--- config.mk ---
export PLATFORM = sky130hd
export DESIGN_NAME = heavyhash_xor_pack_flat
export DESIGN_NICKNAME = d
export VERILOG_FILES = /design/src/rtl/heavyhash_xor_pack_if.sv /design/src/rtl/heavyhash_xor_pack.sv /design/src/flat_wrapper.sv
export SDC_FILE = /design/constraint.sdc
export NUM_CORES = 1
export LEC_CHECK = 0
export BUFFER_PORTS_ARGS = -buffer_cell sky130_fd_sc_hd__buf_2
export CAP_MARGIN = 30
export CORE_ASPECT_RATIO = 2
export CORE_MARGIN = 2
export CORE_UTILIZATION = 55
export CTS_CLUSTER_SIZE = 30
export DETAILED_ROUTE_END_ITERATION = 16
export GPL_ROUTABILITY_DRIVEN = 0
export HOLD_SLACK_MARGIN = 0.1
export PLACE_DENSITY_LB_ADDON = 0.15
export SLEW_MARGIN = 20
export SYNTH_ARGS = -nofsm -noshare
export SYNTH_HDL_FRONTEND = slang
export SYNTH_SLANG_ARGS = --single-unit
--- constraint.sdc ---
create_clock -name clk -period 19.2 [get_ports clk]
set_input_delay 2.88 -clock clk [delete_from_list [all_inputs] [get_ports clk]]
set_output_delay 2.88 -clock clk [all_outputs]
set_load 0.005 [all_outputs]
--- src/rtl/heavyhash_xor_pack_if.sv ---
// rtl/heavyhash_xor_pack_if.sv - hash, product-word and result handshakes of heavyhash_xor_pack
interface heavyhash_xor_pack_if #(
    parameter int HQ_DEPTH = 2
);
    localparam int CW = $clog2(HQ_DEPTH) + 1;

    logic          h_valid;
    logic          h_ready;
    logic [255:0]  h_data;
    logic          p_empty;
    logic          p_rd_en;
    logic [63:0]   p_dout;
    logic          r_valid;
    logic          r_ready;
    logic [255:0]  r_data;
    logic [CW-1:0] hq_count;

    modport master (
        output h_valid, h_data, p_empty, p_dout, r_ready,
        input  h_ready, p_rd_en, r_valid, r_data, hq_count
    );

    modport slave (
        input  h_valid, h_data, p_empty, p_dout, r_ready,
        output h_ready, p_rd_en, r_valid, r_data, hq_count
    );
endinterface

--- src/rtl/heavyhash_xor_pack.sv ---
// rtl/heavyhash_xor_pack.sv - packs four 64-bit product words and XORs them with the queued Keccak hash
module heavyhash_xor_pack #(
    parameter int HQ_DEPTH = 2
) (
    input logic                 clk,
    input logic                 rst,
    heavyhash_xor_pack_if.slave bus
);
    localparam int PW = $clog2(HQ_DEPTH);
    localparam int CW = PW + 1;

    typedef enum logic {COLLECT, HOLD} state_t;

    state_t         state, state_nxt;
    logic [255:0]   hq_mem [HQ_DEPTH];
    logic [PW-1:0]  wr_ptr, rd_ptr;
    logic [CW-1:0]  count;
    logic [1:0]     w;
    logic [191:0]   acc;
    logic [255:0]   r_data_q;
    logic           push, pop_word, pop_hash;

    // Full check uses the count alone so a same-cycle pop never frees a slot early.
    assign bus.h_ready  = !rst && (count < CW'(HQ_DEPTH));
    assign push         = bus.h_valid && bus.h_ready;
    assign bus.p_rd_en  = pop_word;
    assign bus.hq_count = count;
    assign bus.r_valid  = (state == HOLD);
    assign bus.r_data   = r_data_q;

    always_comb begin
        state_nxt = state;
        pop_word  = 1'b0;
        pop_hash  = 1'b0;
        case (state)
            COLLECT: begin
                // Never drain product words without a hash to pair them with.
                pop_word = !bus.p_empty && (count != '0);
                if (pop_word && w == 2'd3) begin
                    pop_hash  = 1'b1;
                    state_nxt = HOLD;
                end
            end
            HOLD: begin
                if (bus.r_ready) state_nxt = COLLECT;
            end
            default: state_nxt = COLLECT;
        endcase
    end

    always_ff @(posedge clk) begin
        if (rst) state <= COLLECT;
        else     state <= state_nxt;
    end

    always_ff @(posedge clk) begin
        if (push) hq_mem[wr_ptr] <= bus.h_data;
    end

    always_ff @(posedge clk) begin
        if (rst) begin
            wr_ptr   <= '0;
            rd_ptr   <= '0;
            count    <= '0;
            w        <= '0;
            acc      <= '0;
            r_data_q <= '0;
        end else begin
            if (push)     wr_ptr <= wr_ptr + 1'b1;
            if (pop_hash) rd_ptr <= rd_ptr + 1'b1;
            case ({push, pop_hash})
                2'b10:   count <= count + CW'(1);
                2'b01:   count <= count - CW'(1);
                default: count <= count;
            endcase
            if (pop_word) begin
                w <= w + 2'd1;
                // The last word goes straight into the result; acc holds only words 0..2.
                case (w)
                    2'd0:    acc[191:128] <= bus.p_dout;
                    2'd1:    acc[127:64]  <= bus.p_dout;
                    2'd2:    acc[63:0]    <= bus.p_dout;
                    default: r_data_q     <= {acc, bus.p_dout} ^ hq_mem[rd_ptr];
                endcase
            end
        end
    end
endmodule

--- src/flat_wrapper.sv ---
// flat-port wrapper written by rule: the top's interface ports become plain ports
module heavyhash_xor_pack_flat 
#(
    parameter int HQ_DEPTH = 2
)
  (clk, rst, bus_h_valid, bus_h_data, bus_p_empty, bus_p_dout, bus_r_ready, bus_h_ready, bus_p_rd_en, bus_r_valid, bus_r_data, bus_hq_count);
  heavyhash_xor_pack_if #(.HQ_DEPTH(HQ_DEPTH)) bus_i ();
  input logic clk;
  input logic rst;
  input wire logic [$bits(bus_i.h_valid)-1:0] bus_h_valid;
  input wire logic [$bits(bus_i.h_data)-1:0] bus_h_data;
  input wire logic [$bits(bus_i.p_empty)-1:0] bus_p_empty;
  input wire logic [$bits(bus_i.p_dout)-1:0] bus_p_dout;
  input wire logic [$bits(bus_i.r_ready)-1:0] bus_r_ready;
  output wire logic [$bits(bus_i.h_ready)-1:0] bus_h_ready;
  output wire logic [$bits(bus_i.p_rd_en)-1:0] bus_p_rd_en;
  output wire logic [$bits(bus_i.r_valid)-1:0] bus_r_valid;
  output wire logic [$bits(bus_i.r_data)-1:0] bus_r_data;
  output wire logic [$bits(bus_i.hq_count)-1:0] bus_hq_count;
  assign bus_i.h_valid = bus_h_valid;
  assign bus_i.h_data = bus_h_data;
  assign bus_i.p_empty = bus_p_empty;
  assign bus_i.p_dout = bus_p_dout;
  assign bus_i.r_ready = bus_r_ready;
  assign bus_h_ready = bus_i.h_ready;
  assign bus_p_rd_en = bus_i.p_rd_en;
  assign bus_r_valid = bus_i.r_valid;
  assign bus_r_data = bus_i.r_data;
  assign bus_hq_count = bus_i.hq_count;
  heavyhash_xor_pack #(.HQ_DEPTH(HQ_DEPTH)) u_core (.clk(clk), .rst(rst), .bus(bus_i));
endmodule
# Word-level counts from Yosys, hierarchy flattened
# Memory sizes are Yosys's and may differ from the RTL's. A register that Yosys moved wholly into a read port is not among the register bits.
# Cells that the tools add are included.
[totals] word_cells=48 out_inout_bits=261 register_bits=455 memories=1 ramBits=512 inputBits=325
[memory_table] name="u_core.hq_mem" depth=2 word_bits=256 rd=1 rd_clocked_by_memory_dff=1 wr=1 line="heavyhash_xor_pack.sv:15" text="logic [255:0] hq_mem [HQ_DEPTH];"
[classes] n_mux=10 order_cmp=1 eq_ne=5 bitwise=3 n_reduce_logical=14 addsub=5
[ops] operator="256-bit XOR" count=1
[ops] operator="1-bit two-way mux" count=8
[ops] operator="2-bit AND reduction" count=4
[ops] operator="2-bit equality test (second input constant)" count=3
[ops] operator="2-bit by 1-bit adder with 2-bit output (second input constant)" count=2
[ops] operator="2-bit by 1-bit equality test with 1-bit output (second input constant)" count=2
[ops] operator="1-bit logical AND" count=4
[ops] operator="2-bit one-hot mux with 2 select lines" count=1
[ops] operator="2-bit nonzero test" count=2
[ops] operator="3-bit OR reduction" count=1
[ops] operator="1-bit adder (second input constant)" count=2
[ops] operator="1-bit zero test" count=2
[ops] operator="2-bit zero test" count=1
[ops] operator="2-bit < comparator (second input constant)" count=1
[ops] operator="1-bit inverter" count=2
[ops] operator="1-bit one-hot mux with 2 select lines" count=1
[ops] operator="2-bit by 1-bit subtractor with 2-bit output (second input constant)" count=1

# Logic depth before layout (Yosys ltp)
# Gate-level depths: netlist of run 1.
[depth] depth_word=7 ltp_mapped=9 ltp_nobuf=7

# Least setup slack after synthesis of run 1
# OpenSTA, ideal clock, no wires.
[synth_path] kind="input to register" startpoint="in rst" endpoint="mem u_core.hq_mem[0][0] (enable)" slack_ns=4.576 setup_ns=0.877 n_path_buf=0 t_required_ns=18.323 t_arrival_ns=13.747 path_stages=3 path_cell_list="nor2_1 -> nand2_1 -> nor2_1"
[synth_between] elab_chain_len=5
[synth_lines] element="start, declared" line="flat_wrapper.sv:9" text="input logic rst;"
[synth_lines] element="1-bit zero test" line="heavyhash_xor_pack.sv:24" text="assign bus.h_ready = !rst && (count < CW'(HQ_DEPTH));"
[synth_lines] element="1-bit logical AND" line="heavyhash_xor_pack.sv:24"
[synth_lines] element="1-bit logical AND" line="heavyhash_xor_pack.sv:25" text="assign push = bus.h_valid && bus.h_ready;"
[synth_lines] element="1-bit two-way mux" line="heavyhash_xor_pack.sv:57" text="if (push) hq_mem[wr_ptr] <= bus.h_data;"
[synth_lines] element="1-bit two-way mux (implied by the code)" line="heavyhash_xor_pack.sv:57"
[synth_lines] element="end, declared" line="heavyhash_xor_pack.sv:15"
# No other way between the ends.

# Worst setup path after layout of run 1
[layout_path] startpoint="in bus_p_empty" endpoint="out bus_p_rd_en"
[layout_between] elab_chain_len=3
[layout_lines] element="start, declared" line="flat_wrapper.sv:12" text="input wire logic [$bits(bus_i.p_empty)-1:0] bus_p_empty;"
[layout_lines] element="1-bit zero test" line="heavyhash_xor_pack.sv:38" text="pop_word = !bus.p_empty && (count != '0);"
[layout_lines] element="1-bit logical AND" line="heavyhash_xor_pack.sv:38"
[layout_lines] element="1-bit two-way mux" line="heavyhash_xor_pack.sv:35" text="case (state)"
[layout_lines] element="end, declared" line="flat_wrapper.sv:16" text="output wire logic [$bits(bus_i.p_rd_en)-1:0] bus_p_rd_en;"
# No other way between the ends.

==> impl_metrics.toml, run 1 <==
[cts]
cts.sinks = 968
clk_latency_ns = 0.62
post_cts_buffers = 0
htree_levels = 3
ctsResizeCount = 0
cts_made_buffers = 81
clockRootBuffer = "clkbuf_16"
clockBufferDepth = 3
cts_hold_buf = 0
cts_tree = "yes"
path_clk_slew_ns = 0.07

[yosys]
ys_types = 28
synth_warnings = 0
syn_nets = 2919
syn_area_per_cell_um2 = 14.12
seq_area_frac_synth_pct = 67.02
netlist_area_um2 = 36560
syn_inst = 2589
ys_seq_elements = 968

[floorplan]
start_util_pct = 55.63
die_h_um = 368.6
num_rows = 133
die_x_um = 186.3
io_pins = 586
core_area_um2 = 65730
die-area_um2 = 68680

[sta]
fin_ws_ns = 12.47
fin_tns_setup_ns = 0
clock_skew_ns = 0.01942
slew_headroom_pct = 6.500
period_share_pct = 35.06
setup_viol = 0
maxSlewViolCount = 0
max_freq_ghz = 0.1486
period_minus_slack_ns = 6.731
tightest_slew_ns = 1.403
hold_viol_final = 0
grt_setup_unrepaired = "false"

[global_route]
overflow = 0
grt_pass1_wl_um = 152400
track_usage_pct = 29.06
grt_pass1_vias = 24660
grt_max_degree = 197
antenna_found_initial = 26

[status]
status = "finished, final reports clean"

[setup_path]
cp.required_ns = 16.32
worstSetupStartpointType = "input port"
cp-end-kind = "output port"
cp_max_fo = 52
ff2ff_path_depth = 6
arrival_ns = 3.85
worstSetupPathType = "in -> out"

[finish]
postLayoutCellArea_um2 = 42610
final_util_pct = 64.82
drive_above_1_share_pct = 23.87
nets = 3388
fillerInstances = 4939
area_growth_pct = 16.53

[detailed_routing]
ant_nets = 0
finalWirelength_um = 102700
routed-via-count = 24570
wire_per_inst_um = 25.54
drt-pass1-iter-count = 6
drt_iter0_drc = 2004
drc = 0
viasPerCell = 6.110

[placement]
post-dp-hpwl_um = 63140
post-place-ws_ns = 12.46
place_area_um2 = 39890
io_buffers = 585

[power]
power.density_nw_per_um2 = 97.75
ir_drop_mv = 0.09502
p_leak_nw = 14.81

[min_path]
hold_depth = 1
min_path_type = "reg -> reg"

[flow_run]
cap_violations = 0
[final cells by class]
class / count / area, µm² / area share [%]
clock buffer: 125 / 2356 / 5.530
timing repair buffer: 618 / 3304 / 7.756
sequential: 968 / 24510 / 57.52
multi-input combinational: 1383 / 11000 / 25.81
antenna: 19 / 47.55 / 0.1116
clock inverter: 25 / 270.3 / 0.6343
tap: 877 / 1097 / 2.575
inverter: 6 / 26.28 / 0.06167
[stage by stage]
stage	instances	total power [mW]	hold WS (ns)
floorplan	2589	2.456	0.4607
global route	4014	4.281	0.4846
detailed placement	3850	2.555	0.4586
finish	4021	4.165	0.4728
global placement	3847	2.543	0.4555
CTS	4000	4.187	0.4762
[power by group]
| part | internal [mW] | leakage [nW] | total (mW) | switching [mW] |
|---|---|---|---|---|
| clock network | 0.918 | 1.28 | 1.65 | 0.735 |
| registers | 2.24 | 8.37 | 2.26 | 0.0188 |
| logic | 0.0749 | 5.16 | 0.257 | 0.182 |
[placed cells by master (no fill, tap or decap), types with 84 or more instances in the layout]
cell	instances
mux2i_1	256
a22o_1	256
dfxtp_1	455
a21oi_1	197
clkbuf_16	84
buf_2	584
nand4_1	192
xnor2_1	258
o31ai_1	192
edfxtp_1	512
[metal layers]
layer / track usage, % / routed length (µm) / up-vias
met5: 0 / 164 / -
met2: 48.90 / 50620 / 1127
met1: 35.37 / 38790 / 12270
met4: 13.51 / 4532 / 24
li1: - / - / 10930
met3: 6.875 / 8599 / 219
[synth_stat cells, drive strengths merged]
| library cell | n | area, µm² |
|---|---|---|
| a21oi | 197 | 986.0 |
| and3 | 1 | 6.260 |
| dfxtp | 456 | 9129 |
| nand3 | 2 | 10.01 |
| inv | 6 | 22.52 |
| or2 | 2 | 12.51 |
| nand2 | 1 | 3.750 |
| edfxtp | 512 | 15370 |
| or3 | 2 | 12.51 |
| nor2 | 9 | 36.29 |
| nor2b | 1 | 6.260 |
| nor4b | 1 | 23.77 |
| o21ai | 5 | 25.02 |
| clkbuf | 90 | 337.8 |
| a31oi | 1 | 21.27 |
| buf | 142 | 769.5 |
| ha | 5 | 62.56 |
| a2bb2oi | 1 | 8.760 |
| a22o | 256 | 2242 |
| xnor2 | 258 | 2260 |
| xor2 | 1 | 8.760 |
| mux2i | 256 | 2562 |
| nand4 | 192 | 1201 |
| o31ai | 192 | 1441 |
[registers in the layout (all words and copies together), names as in the netlist, named ones only]
signal and count:
u_core.bus.r_data 256, u_core.w 2, u_core.bus.r_valid 1, u_core.acc 192, u_core.hq_mem 512, u_core.wr_ptr 1, u_core.rd_ptr 1, u_core.bus.hq_count 2
[kinds of logic after synthesis]
| kind of cell | Yosys count | share of synthesized area [%] |
|---|---|---|
| flip-flops | 968 | 67.02 |
| adder cells (fa/ha/maj) | 5 | 0.1711 |
| AND/OR/NAND/NOR | 211 | 3.590 |
| multiplexers | 256 | 7.008 |
| buffers and inverters | 238 | 3.090 |
| XOR/XNOR | 259 | 6.204 |
| AO/OA/AOI/OAI | 652 | 12.92 |
[final timing paths]
kind                                                     startpoint                             endpoint  slack [ns]
worst min register to register  u_core.bus.r_data[111]$_SDFFE_PP0P_  u_core.bus.r_data[111]$_SDFFE_PP0P_        0.47
worst min-delay path            u_core.bus.r_data[111]$_SDFFE_PP0P_  u_core.bus.r_data[111]$_SDFFE_PP0P_        0.47
worst max-delay path                                    bus_p_empty                          bus_p_rd_en       12.47
worst max register to register  u_core.bus.hq_count[1]$_SDFFE_PP0P_      u_core.hq_mem[0][133]$_DFFE_PP_       15.57
[worst max-delay path, cell delays in order]
cell    delay (ns)
buf_2         0.11
or2_4         0.59
nor2_1        0.10
buf_2         0.16
(Power assumes the default switching activity.)
==> inputs of run 2 (changes only) <==
clock period = 6.5 ns   (was 19.2 ns; I/O delays follow)
==> run 2 against run 1 <==
Against the previous run: the flow now finishes with violations (max-slew violations); combinational power increased to 2.9 times the previous value; via count decreased by 0.43%; first-iteration DRC count increased by 1.1%; total power increased to 3.0 times the previous value; final cell count about the same; non-clock buffer count decreased by 3; design area increased by 0.26%; register-to-register slack got worse by 12 ns; flip-flop and latch count unchanged; critical path depth increased by 1; worst setup slack got worse by 9.8 ns; critical endpoint unchanged.
==> impl_metrics.toml, run 2 (synthesis results as in run 1) <==
[setup_path]
cp_max_fo = 61
startpoint = "bus_p_empty"
crit_chain = "buf_2, or2_4, buf_4, nor2_1, buf_2"
worstSetupStartpointType = "input port"
rr_startpoint = "u_core.w[0]$_SDFFE_PP0P_"
arrival_ns = 2.88
cp_slowest_cell = "or2_4"
cp-end-kind = "output port"
path_buf_inv = 3
path_depth = 5
crit_top_cell = "buf_2"
cp.required_ns = 5.52
cpPeakStageDelay_ns = 0.69
ff2ff_path_depth = 6
critPathTopFamily = "buffers and inverters"
worstSetupPathType = "in -> out"

[finish]
final_cell_mix = "584 x buf_2, 512 x edfxtp_1, 455 x dfxtp_1"
largest-register = "u_core.hq_mem"
layout_commonest_cell = "buf_2"
area_growth_pct = 16.84
drive_above_1_share_pct = 24.19
largest_register_ffs = 512
nets = 3384
fillerInstances = 4918

[placement]
post-place-ws_ns = 2.698
io_buffers = 585
post-dp-hpwl_um = 62410

[power]
ir_drop_mv = 0.2672
power.density_nw_per_um2 = 288.6
p_leak_nw = 14.85

[cts]
post_cts_buffers = 0
cts_made_buffers = 80
ctsResizeCount = 0
clockBufferDepth = 3
path_clk_slew_ns = 0.06
clockRootBuffer = "clkbuf_16"
cts_tree = "yes"
cts.sinks = 968
cts_hold_buf = 0
clk_latency_ns = 0.64
htree_levels = 3

[sta]
period_share_pct = 59.34
max_freq_ghz = 0.2593
hold_viol_final = 0
fin_ws_ns = 2.643
fin_tns_setup_ns = 0
tightest_slew_ns = 1.537
period_minus_slack_ns = 3.857
slew_headroom_pct = -2.443
maxSlewViolCount = 41
grt_setup_unrepaired = "false"
clock_skew_ns = 0.02347
setup_viol = 0

[global_route]
track_usage_pct = 28.70
overflow = 0
grt_pass1_wl_um = 150600
grt_max_degree = 196
grt_pass1_vias = 24600
antenna_found_initial = 32

[detailed_routing]
wire_per_inst_um = 25.32
drc = 0
drt_iter0_drc = 2026
drt-pass1-iter-count = 5
finalWirelength_um = 101700
ant_nets = 0
viasPerCell = 6.086
routed-via-count = 24460

[floorplan]
start_util_pct = 55.63
die_h_um = 368.6
die-area_um2 = 68680
io_pins = 586
die_x_um = 186.3
num_rows = 133
core_area_um2 = 65730

[min_path]
min_path_type = "reg -> reg"
min-delay-start = "u_core.bus.r_data[248]$_SDFFE_PP0P_"
hold_depth = 1

[status]
violations = "max-slew violations"
status = "finished, violations left"

[flow_run]
cap_violations = 0
[run 2: cell count changes in the layout (fill, tap and decap cells not counted), sizes merged]
cell	previous run	this run
clkbuf	126	112
clkinv	18	25
buf	617	614
clkinvlp	2	5
diode	19	21
inv	6	8
bufinv	5	6
[run 2: area by class of cell]
type / count / area (µm²) / share of cell area (%)
sequential: 968 / 24510 / 57.37
tap: 877 / 1097 / 2.569
timing repair buffer: 615 / 3367 / 7.882
inverter: 6 / 30.03 / 0.07029
antenna: 21 / 52.55 / 0.1230
clock buffer: 111 / 2296 / 5.374
multi-input combinational: 1383 / 11000 / 25.74
clock inverter: 38 / 371.6 / 0.8699
[run 2: worst reg2reg max path, delay by kind of cell, from the launching register on]
kind                       cells  cell delay, ns
buffers and inverters          3            1.23
adders and majority gates      1            0.80
AOI/OAI and AO/OA              2            0.66
DFF                            1            0.37
[run 2: power by group]
group	switching, mW	internal [mW]
registers	0.0551	6.60
logic	0.525	0.217
clock network	2.19	2.73
[run 2: path summary, 6_finish.rpt]
check	end	slack [ns]
max	bus_p_rd_en	2.64
min	u_core.bus.r_data[248]$_SDFFE_PP0P_	0.47
max reg2reg	u_core.acc[33]$_SDFFE_PP0P_	3.31
min reg2reg	u_core.bus.r_data[248]$_SDFFE_PP0P_	0.47
[run 2: per-layer routing]
metal	GRT usage (%)	part of all wire (%)	vias to the layer above	wire length [µm]
met5	0	0.22	-	221
met4	12.74	3.7	34	3714
met3	7.255	9.0	221	9161
met2	48.38	50	1156	50390
met1	34.81	38	12130	38250
li1	-	-	10930	-
[run 2: through the flow]
step           hold slack (ns)  power, mW  std cells  utilization, %  instance area, µm²
2_1_floorplan           0.4607      7.221       2589               -               36570
3_3_place_gp            0.4561      7.501       3843           60.62               39850
3_5_place_dp            0.4585      7.532       3844           60.67               39880
4_1_cts                 0.4758      12.41       3993           64.72               42540
5_1_grt                 0.4868      12.67       4010           64.96               42700
6_report                0.4713      12.33       4019           64.99               42720
